### src/rtl/adc_sar_ctrl_12bit.sv
// 12-bit SAR conversion controller for the segmented capacitor array.
// The upper 9 code bits drive a 16x32 thermometer matrix of unit cells and
// the lower 3 bits drive binary sub-unit caps. All array-facing controls
// come from flops.
//
// state      | meaning
// -----------+-------------------------------------------------------------
// ST_IDLE    | waiting for start, array parked at code 0, terminating cap off
// ST_SAMPLE  | top plate tied to vcm, input tracked for SAMPLE_CYCLES cycles
// ST_CONVERT | one trial per bit (11..0), each held SETTLE_CYCLES cycles
// ST_DONE    | single cycle: result loaded, done pulsed, busy still high
module adc_sar_ctrl_12bit #(
  parameter int SAMPLE_CYCLES = 4,
  parameter int SETTLE_CYCLES = 2
) (
  input  logic        clk_i,
  input  logic        rst_i,
  input  logic        start_i,
  input  logic        comp_in_i,
  output logic        busy_o,
  output logic        done_o,
  output logic [11:0] result_o,
  output logic        sample_o,
  output logic        sample_n_o,
  output logic        sw_o,
  output logic        sw_n_o,
  output logic [15:0] row_n_o,
  output logic [15:0] rowon_n_o,
  output logic [15:0] rowoff_n_o,
  output logic [31:0] col_n_o,
  output logic [31:0] col_o,
  output logic [2:0]  en_bit_n_o,
  output logic        en_C0_n_o
);

  localparam int CNT_MAX = (SAMPLE_CYCLES > SETTLE_CYCLES) ? SAMPLE_CYCLES : SETTLE_CYCLES;
  localparam int CW      = (CNT_MAX > 1) ? $clog2(CNT_MAX) : 1;

  typedef enum logic [1:0] {ST_IDLE, ST_SAMPLE, ST_CONVERT, ST_DONE} state_t;

  state_t          state_q, state_d;
  logic [CW-1:0]   cnt_q, cnt_d;
  logic [3:0]      bit_q, bit_d;
  logic [11:0]     code_q, code_d;
  logic [11:0]     result_q, result_d;
  logic [11:0]     kept;
  logic            done_d;

  logic            busy_q, done_q, sample_q, en_c0_n_q;
  logic [15:0]     row_n_q, rowon_n_q, rowoff_n_q;
  logic [15:0]     row_n_d, rowon_n_d, rowoff_n_d;
  logic [31:0]     col_n_q, col_n_d;
  logic [2:0]      en_bit_n_q;

  logic [8:0]      unit_d;
  logic [3:0]      row_sel;
  logic [4:0]      col_sel;

  // Sequencing: next state, settle/sample countdown, trial code and result.
  always_comb begin
    state_d  = state_q;
    cnt_d    = cnt_q;
    bit_d    = bit_q;
    code_d   = code_q;
    result_d = result_q;
    done_d   = 1'b0;
    kept     = code_q;
    case (state_q)
      ST_IDLE: begin
        code_d = '0;
        if (start_i) begin
          state_d = ST_SAMPLE;
          cnt_d   = CW'(SAMPLE_CYCLES - 1);
        end
      end
      ST_SAMPLE: begin
        code_d = '0;
        if (cnt_q == '0) begin
          state_d = ST_CONVERT;
          bit_d   = 4'd11;
          code_d  = 12'h800;
          cnt_d   = CW'(SETTLE_CYCLES - 1);
        end else begin
          cnt_d = cnt_q - CW'(1);
        end
      end
      ST_CONVERT: begin
        if (cnt_q == '0) begin
          // comparator only matters on the last settle cycle of a trial
          kept = comp_in_i ? code_q : (code_q & ~(12'(1) << bit_q));
          if (bit_q == 4'd0) begin
            state_d  = ST_DONE;
            code_d   = kept;
            result_d = kept;
            done_d   = 1'b1;
          end else begin
            bit_d  = bit_q - 4'd1;
            code_d = kept | (12'(1) << (bit_q - 4'd1));
            cnt_d  = CW'(SETTLE_CYCLES - 1);
          end
        end else begin
          cnt_d = cnt_q - CW'(1);
        end
      end
      ST_DONE: begin
        state_d = ST_IDLE;
        code_d  = '0;
      end
      default: begin
        state_d = ST_IDLE;
        code_d  = '0;
      end
    endcase
  end

  // Thermometer decode of the next code into row/column line levels.
  always_comb begin
    unit_d     = code_d[11:3];
    row_sel    = unit_d[8:5];
    col_sel    = unit_d[4:0];
    row_n_d    = '1;
    rowon_n_d  = '1;
    rowoff_n_d = '1;
    col_n_d    = '1;
    for (int r = 0; r < 16; r++) begin
      rowon_n_d[r]  = !(4'(r) < row_sel);
      rowoff_n_d[r] = !((4'(r) > row_sel) || ((4'(r) == row_sel) && (col_sel == 5'd0)));
      row_n_d[r]    = !((4'(r) == row_sel) && (col_sel != 5'd0));
    end
    for (int c = 0; c < 32; c++) begin
      col_n_d[c] = !(5'(c) < col_sel);
    end
  end

  // State and registered array controls; synchronous reset parks everything at code 0.
  always_ff @(posedge clk_i) begin
    if (rst_i) begin
      state_q    <= ST_IDLE;
      cnt_q      <= '0;
      bit_q      <= '0;
      code_q     <= '0;
      result_q   <= '0;
      busy_q     <= 1'b0;
      done_q     <= 1'b0;
      sample_q   <= 1'b0;
      en_c0_n_q  <= 1'b1;
      row_n_q    <= '1;
      rowon_n_q  <= '1;
      rowoff_n_q <= '0;
      col_n_q    <= '1;
      en_bit_n_q <= '1;
    end else begin
      state_q    <= state_d;
      cnt_q      <= cnt_d;
      bit_q      <= bit_d;
      code_q     <= code_d;
      result_q   <= result_d;
      busy_q     <= (state_d != ST_IDLE);
      done_q     <= done_d;
      sample_q   <= (state_d == ST_SAMPLE);
      en_c0_n_q  <= !((state_d == ST_SAMPLE) || (state_d == ST_CONVERT));
      row_n_q    <= row_n_d;
      rowon_n_q  <= rowon_n_d;
      rowoff_n_q <= rowoff_n_d;
      col_n_q    <= col_n_d;
      en_bit_n_q <= ~code_d[2:0];
    end
  end

  assign busy_o     = busy_q;
  assign done_o     = done_q;
  assign result_o   = result_q;
  assign sample_o   = sample_q;
  assign sample_n_o = ~sample_q;
  assign sw_o       = sample_q;
  assign sw_n_o     = ~sample_q;
  assign row_n_o    = row_n_q;
  assign rowon_n_o  = rowon_n_q;
  assign rowoff_n_o = rowoff_n_q;
  assign col_n_o    = col_n_q;
  assign col_o      = ~col_n_q;
  assign en_bit_n_o = en_bit_n_q;
  assign en_C0_n_o  = en_c0_n_q;

endmodule
### config.mk
export PLATFORM = sky130hd
export DESIGN_NAME = adc_sar_ctrl_12bit
export DESIGN_NICKNAME = d
export VERILOG_FILES = /design/src/rtl/adc_sar_ctrl_12bit.sv
export SDC_FILE = /design/constraint.sdc
export NUM_CORES = 1
export LEC_CHECK = 0
export BUFFER_PORTS_ARGS = -buffer_cell sky130_fd_sc_hd__buf_2
export CORE_ASPECT_RATIO = 0.9
export CORE_MARGIN = 2
export CORE_UTILIZATION = 51
export CTS_CLUSTER_SIZE = 40
export DETAILED_ROUTE_END_ITERATION = 8
export GPL_TIMING_DRIVEN = 0
export PLACE_DENSITY_LB_ADDON = 0.2
export SETUP_SLACK_MARGIN = 0.4
export SLEW_MARGIN = 20
export SYNTH_ARGS = -nofsm -noshare
export SYNTH_HDL_FRONTEND = slang
export SYNTH_SLANG_ARGS = --single-unit
### constraint.sdc
create_clock -name clk_i -period 3.6 [get_ports clk_i]
set_input_delay 0.72 -clock clk_i [delete_from_list [all_inputs] [get_ports clk_i]]
set_output_delay 0.72 -clock clk_i [all_outputs]
set_load 0.01 [all_outputs]
==> impl_results.md, run 1 <==
- GP Congestion: 0.860
- Setup Skew: about 0.011 ns
- Async set-reset flop share out of synthesis: 0
- # IOs: about 140
- Met2 Use GR: 0.422
- Vias in the first global route: around 3900
- Clock buffer count from CTS: 17
- Setup TNS: 0 ns
- Worst-Skew Late Latency: 0.53 ns
- P_leak: roughly 2.8 nW
- Vias: ~4100
- Ys Warns: 0
- Setup violations, final: 0
- Synth Area in Compound Gates: 0.178
- TritonCTS clock tree: done
- Largest cells by area after synthesis: dfxtp_1 51%, nor2_1 5.2%, inv_1 3.8%, o21ai_0 3.7%, nand2_1 3.0%
- Sinks on Clock Net: 117
- Run status: completed
- Final non-filler cell area: around 6000 sq um
- Post-synth EDFFs: 0
- Final WL: approximately 12 mm
- Met1 Use GR: 0.342
- Post-route DRC: 0
- Critical path class: reg2reg
- RSZ-0062 raised after global routing: yes
- Largest family of logic cells by synthesized area: simple AND/OR/NAND/NOR gates
- Tightest Hold Check Type: reg2reg
- Largest net degree at the start of global routing: 17
- Sequential element share of the synthesized area: 0.514
- Post-DP Area: between 5000 and 6000 sq um
- Core Area: 8650 sq um
- Final Hold Vio Count: 0
- Actual slew at the worst max-slew pin: 0.752 ns
- Rel. slew slack: 0.492
- Layout area overhead: 31.8%
- Crit end category: flop
- Clock tree buffer depth: 2
- H-Tree Depth: 4
- Synth unique cells: 67
- CP max FO: 10
- First-pass GRT wire length: around 20 mm
- Die footprint: between 9000 and 10000 sq um
- Post-synthesis mux area share: 0.0118
- Drt via density: around 5.2
- ANT nets after route: 0
- Share of the synthesized area in the top cell type: 0.514
- Worst IR Drop VDD: between 0.0004 and 0.0005 V
- Slew Viols, Final: 0
- Initial Utilization: 0.527
- Met3 track demand over resource: 0.0444
- Top Usage Layer GRT: met2
- Placement Setup Slack: roughly 0.47 ns
- Final WS setup: approximately 0.52 ns
- CTS Hold Bufs: 0
- Cells after DPL: between 700 and 800
- Max Clk Rate: approximately 0.32 GHz
- DR iter-0 viols: around 210
- Area leader, netlist: dfxtp_1
- Max Cap Viol: 0
- Layout cells sized above 1: 0.330
- Final critical-path required period: a little over 3 ns
- All-Layer GR Usage: 0.260
- Worst-path clk slew: roughly 0.06 ns
- Synth Register Bits: ~120
- Nets: between 600 and 700
- Avg Cell Area, Syn: between 9 and 10 sq um
- # diodes: 0
- Pwr dens: roughly 760 nW/um^2
- Post-Synth Adder-Cell Area: 0.0274
- Post-Synth Simple-Gate Area: 0.188
- Non-filler instance count after layout: 785
- Filler instances: 696
- Critical path launch point type: flop
- 1st-pass router iterations: 5
- Post-Synth XOR/XNOR Area: 0
- Final period util: 0.855
- Most frequent cells in the layout: 143 x buf_2, 116 x dfxtp_1, 61 x nor2_1, 46 x inv_1, 37 x nand2_1
- Mapped Cells: between 400 and 500
- Commonest non-fill, non-tap cell in the layout: buf_2
- Synthesized area: approximately 4600 sq um
- CTS root buf: clkbuf_8
- Cell row count: 32
- Initial antenna violation count: 0
- Dominant synthesized flop cell: dfxtp_1
- DIE WIDTH: 104 microns
- GRT Residual Overflow: 0
- Worst Path Arrival: between 3 and 4 ns
- Mean routed wirelength per cell: around 16 microns
- DP Wirelength: a little under 9 mm
- Die extent in y: 93.7 microns
- # port buffers: between 100 and 150
- Critical Path RT: ~4.0 ns
==> where the power goes <==
part           leakage [nW]  switching, W  internal, W
clock network         0.285      0.000634      0.00103
logic                  1.56      0.000918     0.000472
registers             0.949     0.0000762      0.00142
total                  2.80       0.00163      0.00292
==> final timing paths <==
kind | startpoint | end | slack [ns] | cells past startpoint
worst max-delay path | cnt_q[0] | en_C0_n_o | 0.52 | 8
worst min-delay path | result_o[9] | result_o[9] | 0.49 | 2
worst max register to register | cnt_q[0] | en_C0_n_o | 0.52 | 8
worst min register to register | result_o[9] | result_o[9] | 0.49 | 2
==> cell usage after synthesis (4+ instances only) <==
master / instances
a21oi_1: 26
ha_1: 10
nand2b_1: 12
a31oi_1: 6
nand2_1: 37
nand4_1: 4
inv_1: 46
and2_1: 5
buf_2: 9
clkbuf_1: 12
a211oi_1: 4
or2_2: 6
nor2_1: 63
inv_2: 4
buf_4: 8
nand3_1: 14
a21o_1: 4
o21ai_0: 34
dfxtp_1: 117
==> cell families after synthesis <==
family	count (synthesis)
AND/OR/NAND/NOR	169
flip-flops	117
AO/OA/AOI/OAI	114
buffers and inverters	81
adder cells (fa/ha/maj)	10
multiplexers	4
other	2
==> state kept, by name (all words and copies together), names as in the netlist <==
signal,cells
col_n_o,31
row_n_o,16
rowoff_n_o,16
rowon_n_o,15
code_q,12
result_o,12
bit_q,4
en_bit_n_o,3
cnt_q,2
state_q,2
busy_o,1
done_o,1
en_C0_n_o,1
sample_o,1
==> final cells by class <==
cell class / count / area, sq um / area share
buffer: 31 / 173 / 0.0287
clock buffer: 19 / 442 / 0.0735
clock inverter: 13 / 146 / 0.0244
inverter: 50 / 188 / 0.0312
multi-input combinational: 300 / 1880 / 0.313
sequential: 117 / 2340 / 0.390
tap: 119 / 149 / 0.0248
timing repair buffer: 136 / 686 / 0.114
==> repair_timing <==
action                                  4_1_cts  5_1_grt
gates resized for setup                       0        5
hold endpoints to repair                      0        0
endpoints found under the setup margin        0       25
buffers inserted                              0        2
==> critical path, stage by stage, from the launching register on <==
cell and delay, ns:
dfxtp_1 0.34, nor2_2 0.42, clkbuf_1 0.44, clkbuf_1 0.47, nor2_1 0.14, o32ai_1 0.50, inv_1 0.11, ha_1 0.28
or2_2 0.26
==> through the flow <==
step	power (W)	hold slack, ns	utilization
after global placement	0.00283	0.467	0.623
final	0.00455	0.486	0.695
after global routing	0.00477	0.515	0.695
after CTS	0.00452	0.488	0.691
after floorplan	0.00245	0.457	-
after detailed placement	0.00286	0.475	0.623
==> layer usage <==
| layer | routed length, microns | vias to the layer above |
|---|---|---|
| met5 | 0 | - |
| met4 | 230 | 0 |
| met3 | 702 | 22 |
| met2 | 5790 | 162 |
| met1 | 5690 | 1938 |
| li1 | - | 1992 |
No activity file was read; power rests on OpenSTA's default activity.
==> run 2: changes to the inputs <==
--- a/config.mk
+++ b/config.mk
@@ -13,6 +13,7 @@
 export DETAILED_ROUTE_END_ITERATION = 8
 export GPL_TIMING_DRIVEN = 0
 export PLACE_DENSITY_LB_ADDON = 0.2
+export REMOVE_ABC_BUFFERS = 1
 export SETUP_SLACK_MARGIN = 0.4
 export SLEW_MARGIN = 20
 export SYNTH_ARGS = -nofsm -noshare
==> run 2 against run 1 <==
Compared with the run above: via count decreased by 1.3%; sequential cell count unchanged; clock skew increased by 0.00091 ns; critical path depth increased by 1; sequential share of layout area increased by 0.32 points; first-iteration DRC count increased by 2.9%; sequential power about the same; core utilization decreased by 0.52 points; critical path type unchanged; count of clock-buffer cells in the layout decreased by 1; fmax increased by 3.1%; non-clock buffer count decreased by 25; register-to-register slack improved by 0.09 ns.
==> impl_results.md, run 2 (synthesized netlist as in run 1, its figures left out) <==
- Run status: completed (unchanged)
- Max Cap Viol: 0 (unchanged)
- CTS root buf: clkbuf_8 (unchanged)
- TritonCTS clock tree: done (unchanged)
- Worst-path clk slew: 0.06 ns (about the same)
- Placement Setup Slack: 0.0234 ns (was 0.474 ns)
- Vias in the first global route: 3748 (was 3861)
- Setup TNS: 0 ns (unchanged)
- Max Clk Rate: 0.335 GHz (was 0.325 GHz)
- Final WL: 11.7 mm (was 12.4 mm)
- Clk network pwr share: 0.375 (was 0.365)
- Layout cells sized above 1: 0.331 (was 0.330)
- Setup violations, final: 0 (unchanged)
- CP max FO: 14 (was 10)
- WHS: 0.478 ns (was 0.486 ns)
- H-Tree Depth: 4 (unchanged)
- Critical Path RT: 3.99 ns (was 4.01 ns)
- First-pass GRT wire length: 19.0 mm (was 19.7 mm)
- Initial antenna violation count: 0 (unchanged)
- Sinks on Clock Net: 117 (unchanged)
- Hold path cells: 2 (unchanged)
- Total Power: 0.00451 W (was 0.00455 W)
- Clock buffer count from CTS: 17 (unchanged)
- Cells on worst reg2reg path: 9 (was 8)
- Die footprint: 9720 sq um (unchanged)
- Comb pwr share: 0.288 (was 0.306)
- Mean routed wirelength per cell: 15.4 microns (was 15.8 microns)
- Largest net degree at the start of global routing: 41 (was 17)
- Worst Path Arrival: 3.38 ns (was 3.49 ns)
- Most frequent cells in the layout: 134 x buf_2, 115 x dfxtp_1, 62 x nor2_1, 46 x inv_1, 37 x nand2_1 (was 143 x buf_2, 116 x dfxtp_1, 61 x nor2_1, 46 x inv_1, 37 x nand2_1)
- All-Layer GR Usage: 0.247 (was 0.260)
- # port buffers: 134 (unchanged)
- Switching Fraction: 0.351 (was 0.358)
- Cell Int Power: 0.00293 W (was 0.00292 W)
- Psw: 0.00158 W (was 0.00163 W)
- RSZ-0062 raised after global routing: no (was yes)
- Final period util: 0.830 (was 0.855)
- Crit end category: flop (unchanged)
- Core Area: 8650 sq um (unchanged)
- Pwr dens: 757 nW/um^2 (about the same)
- Nets: 643 (was 667)
- Worst IR Drop VDD: 0.000493 V (was 0.000452 V)
- Layout area overhead: 30.8% (was 31.8%)
- # IOs: 138 (unchanged)
- Rel. slew slack: 0.455 (was 0.492)
- P_leak: 2.74 nW (was 2.80 nW)
- Vias: 4062 (was 4114)
- DIE WIDTH: 104 microns (unchanged)
- Commonest non-fill, non-tap cell in the layout: buf_2 (unchanged)
- GP Congestion: 0.917 (was 0.860)
- Drt via density: 5.34 (was 5.24)
- Worst-Skew Late Latency: 0.52 ns (was 0.53 ns)
- Setup Skew: 0.0120 ns (was 0.0111 ns)
- Tightest Hold Check Type: reg2reg (unchanged)
- Actual slew at the worst max-slew pin: 0.818 ns (was 0.752 ns)
- DR iter-0 viols: 214 (was 208)
- 1st-pass router iterations: 4 (was 5)
- Critical path launch point type: flop (unchanged)
- CTS Hold Bufs: 0 (unchanged)
- Final WS setup: 0.613 ns (was 0.521 ns)
- Post-route DRC: 0 (unchanged)
- Slew Viols, Final: 0 (unchanged)
- ANT nets after route: 0 (unchanged)
- Fin util: 0.690 (was 0.695)
- Cell row count: 32 (unchanged)
- Max reg flops: 31 (unchanged)
- Clock tree buffer depth: 2 (unchanged)
- Critical path class: reg2reg (unchanged)
- Sequential power share: 0.337 (was 0.329)
- DP Wirelength: 7.56 mm (was 8.79 mm)
- # diodes: 0 (unchanged)
- Final Hold Vio Count: 0 (unchanged)
- Filler instances: 709 (was 696)
- Initial Utilization: 0.527 (unchanged)
- GRT Residual Overflow: 0 (unchanged)
- Die extent in y: 93.7 microns (unchanged)
- Final critical-path required period: 2.99 ns (was 3.08 ns)
## run 2: cell count changes in the layout (fill, tap and decap cells not counted), moves of 2 or more
cell      delta
a41oi_1      -2
a41oi_4      +2
buf_2        -9
buf_4        -3
clkbuf_1    -12
clkinv_4     -2
ha_1         -2
## run 2: final timing paths
kind               start           end  slack (ns)
min reg2reg  result_o[3]   result_o[3]        0.48
max             bit_q[0]  rowon_n_o[0]        0.61
max reg2reg     bit_q[0]  rowon_n_o[0]        0.61
min          result_o[3]   result_o[3]        0.48
## run 2: cell type report
class                           instances  area (sq um)  share of cell area
Sequential cell                       117          2340               0.393
Multi-Input combinational cell        301          1950               0.327
Timing Repair Buffer                  142           734               0.123
Inverter                               50           188              0.0315
Clock inverter                         13           170              0.0285
Clock buffer                           18           428              0.0717
Tap cell                              119           149              0.0250
## run 2: routing by layer
layer,share of wire,track usage,vias up,routed length (microns)
met5,0,0,-,0
met4,0.015,0.0991,0,170
met3,0.077,0.0645,18,905
met2,0.47,0.406,186,5440
met1,0.44,0.314,1913,5160
li1,-,-,1945,-
## run 2: power by group through the flow
| stage | clock network [W] | registers [W] | logic [W] |
|---|---|---|---|
| floorplan | 0 | 0.00157 | 0.000792 |
| global placement | 0 | 0.00153 | 0.00116 |
| detailed placement | 0 | 0.00154 | 0.00121 |
| CTS | 0.00171 | 0.00152 | 0.00125 |
| global route | 0.00177 | 0.00154 | 0.00142 |
| finish | 0.00169 | 0.00152 | 0.00130 |
## run 2: what timing repair did
| action | in CTS | in global routing |
|---|---|---|
| gates cloned | 1 | 0 |
| resized for setup | 4 | 7 |
| endpoints found under the setup margin | 16 | 51 |
| setup buffers | 2 | 5 |
| pin swaps | 2 | 2 |
## run 2: worst max-delay path, stage by stage, from the launching register on
cell     delay [ns]
dfxtp_2        0.44
inv_1          0.11
ha_1           0.38
or4_1          0.45
a21o_1         0.21
nand2_1        0.19
a41oi_4        0.33
a21oi_2        0.37
nor2_1         0.10
or2_2          0.30
## run 2: stage by stage
| step | area (sq um) | cells |
|---|---|---|
| final | 5960 | 760 |
| after global routing | 5960 | 760 |
| after CTS | 5890 | 755 |
| after detailed placement | 5240 | 721 |
| after global placement | 5210 | 720 |
| after floorplan | 4390 | 467 |
